==> src/rtl/filt_out_requant.sv <==
// Requantizer for the FIR output: round-half-up, arithmetic shift, saturate to OUT_W, then FWFT FIFO.
// Optional statistics counters are built when FILT_REQUANT_STATS_EN is defined.
module filt_out_requant #(
  parameter int unsigned IN_W  = 111,
  parameter int unsigned OUT_W = 16,
  parameter int unsigned SHIFT = 30,
  parameter int unsigned DEPTH = 8
) (
  input  logic             clk,
  input  logic             rst,
  input  logic [IN_W-1:0]  in_data,
  input  logic             in_valid,
  output logic [OUT_W-1:0] out_data,
  output logic             out_valid,
  input  logic             out_ready,
  output logic             overflow,
  input  logic             clr_flags,
  output logic [15:0]      sat_count,
  output logic [15:0]      drop_count
);

  localparam int unsigned AW    = $clog2(DEPTH);
  localparam int unsigned CW    = AW + 1;
  localparam int unsigned CNT_W = 16;
  localparam logic [IN_W:0]    RND     = (IN_W+1)'(1) << (SHIFT - 1);
  localparam logic [OUT_W-1:0] SAT_MAX = {1'b0, {(OUT_W-1){1'b1}}};
  localparam logic [OUT_W-1:0] SAT_MIN = {1'b1, {(OUT_W-1){1'b0}}};

  // Rounding add is one bit wider than the input so it cannot wrap
  logic signed [IN_W:0] rnd_sum;
  logic signed [IN_W:0] rnd_shr;
  assign rnd_sum = $signed({in_data[IN_W-1], in_data}) + $signed(RND);
  assign rnd_shr = rnd_sum >>> SHIFT;

  logic                 s1_valid;
  logic signed [IN_W:0] s1_r;

  always_ff @(posedge clk) begin
    if (rst) s1_valid <= 1'b0;
    else     s1_valid <= in_valid;
  end

  always_ff @(posedge clk) begin
    if (in_valid) s1_r <= rnd_shr;
  end

  // Clamp when the bits above the output sign are not a pure sign extension
  logic             pos_ovf;
  logic             neg_ovf;
  logic [OUT_W-1:0] sat_val;

  always_comb begin
    pos_ovf = !s1_r[IN_W] && (|s1_r[IN_W:OUT_W-1]);
    neg_ovf =  s1_r[IN_W] && !(&s1_r[IN_W:OUT_W-1]);
    sat_val = s1_r[OUT_W-1:0];
    if (pos_ovf)      sat_val = SAT_MAX;
    else if (neg_ovf) sat_val = SAT_MIN;
  end

  logic             s2_valid;
  logic [OUT_W-1:0] s2_data;

  always_ff @(posedge clk) begin
    if (rst) s2_valid <= 1'b0;
    else     s2_valid <= s1_valid;
  end

  always_ff @(posedge clk) begin
    if (s1_valid) s2_data <= sat_val;
  end

  // FIFO control
  logic [OUT_W-1:0] mem [DEPTH];
  logic [AW-1:0]    wr_ptr;
  logic [AW-1:0]    rd_ptr;
  logic [AW-1:0]    rd_ptr_next;
  logic [CW-1:0]    count;
  logic [CW-1:0]    count_next;
  logic [OUT_W-1:0] head_next;
  logic             rd_en;
  logic             wr_en;
  logic             drop;
  logic             full;

  always_comb begin
    rd_en       = out_valid && out_ready;
    full        = (count == CW'(DEPTH));
    wr_en       = s2_valid && (!full || rd_en);
    drop        = s2_valid && !wr_en;
    rd_ptr_next = rd_en ? rd_ptr + AW'(1) : rd_ptr;
    count_next  = count;
    case ({wr_en, rd_en})
      2'b10:   count_next = count + CW'(1);
      2'b01:   count_next = count - CW'(1);
      default: count_next = count;
    endcase
    // Bypass the word being written when it becomes the new head
    head_next = mem[rd_ptr_next];
    if (wr_en && (rd_ptr_next == wr_ptr)) head_next = s2_data;
  end

  always_ff @(posedge clk) begin
    if (wr_en) mem[wr_ptr] <= s2_data;
  end

  always_ff @(posedge clk) begin
    if (rst) begin
      wr_ptr    <= '0;
      rd_ptr    <= '0;
      count     <= '0;
      out_valid <= 1'b0;
      out_data  <= '0;
      overflow  <= 1'b0;
    end else begin
      if (wr_en) wr_ptr <= wr_ptr + AW'(1);
      rd_ptr    <= rd_ptr_next;
      count     <= count_next;
      out_valid <= (count_next != '0);
      if (count_next != '0) out_data <= head_next;
      if (drop)           overflow <= 1'b1;
      else if (clr_flags) overflow <= 1'b0;
    end
  end

`ifdef FILT_REQUANT_STATS_EN
  logic             s2_sat;
  logic [CNT_W-1:0] sat_base;
  logic [CNT_W-1:0] drop_base;

  always_ff @(posedge clk) begin
    if (rst) s2_sat <= 1'b0;
    else     s2_sat <= s1_valid && (pos_ovf || neg_ovf);
  end

  // A clear and an event in the same cycle leaves the counter at 1
  assign sat_base  = clr_flags ? '0 : sat_count;
  assign drop_base = clr_flags ? '0 : drop_count;

  always_ff @(posedge clk) begin
    if (rst) begin
      sat_count  <= '0;
      drop_count <= '0;
    end else begin
      if (s2_sat && (sat_base != {CNT_W{1'b1}})) sat_count <= sat_base + CNT_W'(1);
      else                                       sat_count <= sat_base;
      if (drop && (drop_base != {CNT_W{1'b1}}))  drop_count <= drop_base + CNT_W'(1);
      else                                       drop_count <= drop_base;
    end
  end
`else
  assign sat_count  = '0;
  assign drop_count = '0;
`endif

endmodule

==> config.mk <==
export PLATFORM = sky130hd
export DESIGN_NAME = filt_out_requant
export DESIGN_NICKNAME = d
export VERILOG_FILES = /design/src/rtl/filt_out_requant.sv
export SDC_FILE = /design/constraint.sdc
export NUM_CORES = 1
export LEC_CHECK = 0
export ABC_AREA = 0
export BUFFER_PORTS_ARGS = -buffer_cell sky130_fd_sc_hd__buf_2
export CAP_MARGIN = 20
export CORE_AREA = 3 3 148 150
export CTS_CLUSTER_SIZE = 8
export DETAILED_ROUTE_END_ITERATION = 7
export DIE_AREA = 0 0 151 153
export PLACE_DENSITY = 0.84
export SLEW_MARGIN = 20
export SYNTH_ARGS = -nofsm -noshare
export SYNTH_HDL_FRONTEND = slang
export SYNTH_SLANG_ARGS = --single-unit
==> constraint.sdc <==
create_clock -name clk -period 4.55 [get_ports clk]
set_clock_uncertainty 0.2 [all_clocks]
set_input_delay 0.2275 -clock clk [delete_from_list [all_inputs] [get_ports clk]]
set_output_delay 0.2275 -clock clk [all_outputs]
set_load 0.01 [all_outputs]
==> flow_metrics.env <==
export IMPL_cts_tree="done"
export IMPL_slew_viol_final=0
export IMPL_rsz0062_at_grt="false"
export IMPL_holdWs_ns=0.0477
export IMPL_seq_area_frac_synth=0.633
export IMPL_cp_arrival_ns=4.21
export IMPL_cp_buffers_inverters=1
export IMPL_startpoint_type="flop"
export IMPL_grt_max_degree=84
export IMPL_die_w_um=151
export IMPL_cts_sinks=256
export IMPL_drive_above_1_share=0.161
export IMPL_wl_per_cell_um=21.9
export IMPL_stdcell_count=1446
export IMPL_worst_setup_path_end_kind="flop"
export IMPL_num_fill_cells=1268
export IMPL_cts_root_buf="clkbuf_16"
export IMPL_fin_crit_ns=4.07
export IMPL_cp_top_family="simple AND/OR/NAND/NOR gates"
export IMPL_dr_pass1_iters=5
export IMPL_hold_violations=0
export IMPL_hold_class="input pin to flop"
export IMPL_io_buffers=104
export IMPL_insertion_delay_ns=0.51
export IMPL_ys_ff_latch=256
export IMPL_power_leakage_nw=5.45
export IMPL_syn_area_sq_um=11700
export IMPL_area_sequential_sq_um=7390
export IMPL_status="finished clean"
export IMPL_grtUsageTotal=0.271
export IMPL_routed_wl_um=31700
export IMPL_post_route_period_util=0.895
export IMPL_slew_headroom=0.263
export IMPL_grt_pass1_vias=9052
export IMPL_p_total_mw=6.42
export IMPL_antenna_found_initial=1
export IMPL_cts_buffers=37
export IMPL_cts_setup_buffers=0
export IMPL_ys_warn_count=0
export IMPL_placedCellCount=1265
export IMPL_gr_total_overflow=0
export IMPL_p_per_area_nw_per_um2=439
export IMPL_cp_required_ns=4.69
export IMPL_synthArstFlopShare=0
export IMPL_path_class="flop to flop"
export IMPL_clockBufferDepth=3
export IMPL_crit_chain="nand2_1, a31oi_2, inv_1, ha_1, xor2_1, ha_1, a21oi_1, mux2i_1, xor2_1, nand4_1, nor2_1, a211oi_1"
export IMPL_synth_edf_count=226
export IMPL_cpPeakStageDelay_ns=0.51
export IMPL_path_clk_slew_ns=0.05
export IMPL_cp_max_fo=10
export IMPL_area_delta_synth_final_pct=25.4
export IMPL_h_tree_depth=2
export IMPL_netlist_instances=911
export IMPL_fp_dieArea_sq_um=23100
export IMPL_ys_types=58
export IMPL_die_y_um=153
export IMPL_drtIter0Drc=903
export IMPL_vias=8840
export IMPL_drcViolationCount=0
export IMPL_antenna_left=0
export IMPL_final_area_sq_um=14600
export IMPL_via_per_inst=6.11
export IMPL_dp_hpwl_um=16200
export IMPL_setup_viol=0
export IMPL_place_area_sq_um=12400
export IMPL_crit_slowest_cell="nand4_1"
export IMPL_dp_worst_setup_slack_ns=0.611
export IMPL_synth_flop_cell="edfxtp_1"
export IMPL_gp_congestion=0.916
export IMPL_ir_drop_v=0.000239
export IMPL_ioPinCount=166
export IMPL_final_net_count=1270
export IMPL_core_sq_um=20800
export IMPL_row_count=53
export IMPL_maxCapViolCount=0
export IMPL_final_util=0.702
export IMPL_worst_slack_ns=0.476
export IMPL_grt_pass1_wl_um=48900
export IMPL_multi_input_area_sq_um=4030
export IMPL_syn_area_per_cell_sq_um=12.8
export IMPL_initial_core_util=0.560
export IMPL_fin_setup_tns_ns=0
export IMPL_max_freq_mhz=245
export IMPL_tightest_slew_ns=1.10
cells in the mapped netlist, types with 9 or more instances:
| master | instances | share of area |
|---|---|---|
| a211oi_1 | 10 | 0.0064 |
| xnor2_1 | 60 | 0.045 |
| xor2_1 | 28 | 0.021 |
| edfxtp_1 | 226 | 0.58 |
| and4_1 | 9 | 0.0068 |
| dfxtp_1 | 30 | 0.051 |
| nor2_1 | 54 | 0.017 |
| buf_4 | 34 | 0.022 |
| o21a_1 | 15 | 0.0097 |
| a21oi_1 | 61 | 0.026 |
| and3_1 | 16 | 0.0086 |
| nand3_1 | 41 | 0.018 |
| inv_1 | 14 | 0.0045 |
| nand4_1 | 47 | 0.025 |
| nand2_1 | 81 | 0.026 |
| mux2i_1 | 26 | 0.022 |
| nor4_1 | 25 | 0.013 |
| a22oi_1 | 20 | 0.013 |
| clkbuf_1 | 24 | 0.0077 |
| nor3_1 | 11 | 0.0047 |
where the power goes:
group	switching [mW]	internal (mW)
Combinational	0.637	0.460
Sequential	0.122	2.73
Clock	0.961	1.50
Total	1.72	4.70
cells by family (layout without fill, tap and decap cells):
kind of cell	Yosys count	after routing	share of synthesized area
other	1	33	0.000322
buffers and inverters	79	307	0.0381
adders and majority gates	6	6	0.00644
DFF	256	256	0.633
muxes	32	32	0.0339
AOI/OAI and AO/OA	129	129	0.0731
and+or+nand+nor	318	318	0.145
xor gates and xnor gates	90	90	0.0699
what timing repair did:
item / CTS / global route
endpoints found under the hold margin: 83 / 0
hold buffers: 115 / 0
gates resized for setup: 0 / 0
registers in the layout (all words and copies together) (netlist names):
register and count:
out_data 16, mem 128, overflow 1, s1_r 82, s1_valid 1, out_valid 1
count 4, wr_ptr 3, s2_valid 1, rd_ptr 3, s2_data 16
final timing paths:
kind	start	end	slack [ns]	depth (start not counted)
worst max-delay path	out_valid	out_data[1]	0.48	12
worst min-delay path	rst	count[2]	0.05	2
worst max register to register	out_valid	out_data[1]	0.48	12
worst min register to register	out_data[11]	out_data[11]	0.26	2
cells in the final DEF, fill, tap and decap left out, types with 7 or more instances in the layout:
master,instances
edfxtp_1,226
dlygate4sd3_1,115
buf_2,103
nand2_1,81
a21oi_1,61
xnor2_1,60
nor2_1,51
nand4_1,47
nand3_1,41
clkbuf_16,37
conb_1,32
dfxtp_1,30
xor2_1,28
mux2i_1,26
nor4_1,24
clkbuf_1,22
a22oi_1,20
and3_1,16
o21a_1,15
inv_1,14
buf_4,12
a211oi_1,10
and4_1,9
nor3_1,7
final cells by class:
class,instances,area share
antenna,1,0.000171
clock buffer,59,0.0690
clock inverter,2,0.00120
inverter,14,0.00359
multi-input combinational,607,0.275
sequential,256,0.505
tap,275,0.0235
timing repair buffer,232,0.122
per-layer routing:
| layer | wire length [um] | share of wire | global-route usage |
|---|---|---|---|
| met1 | 11400 | 0.36 | 0.334 |
| met2 | 16000 | 0.50 | 0.460 |
| met3 | 2710 | 0.085 | 0.0501 |
| met4 | 1550 | 0.049 | 0.129 |
| met5 | 0 | 0 | 0 |
Power figures use the tool's default switching activity.
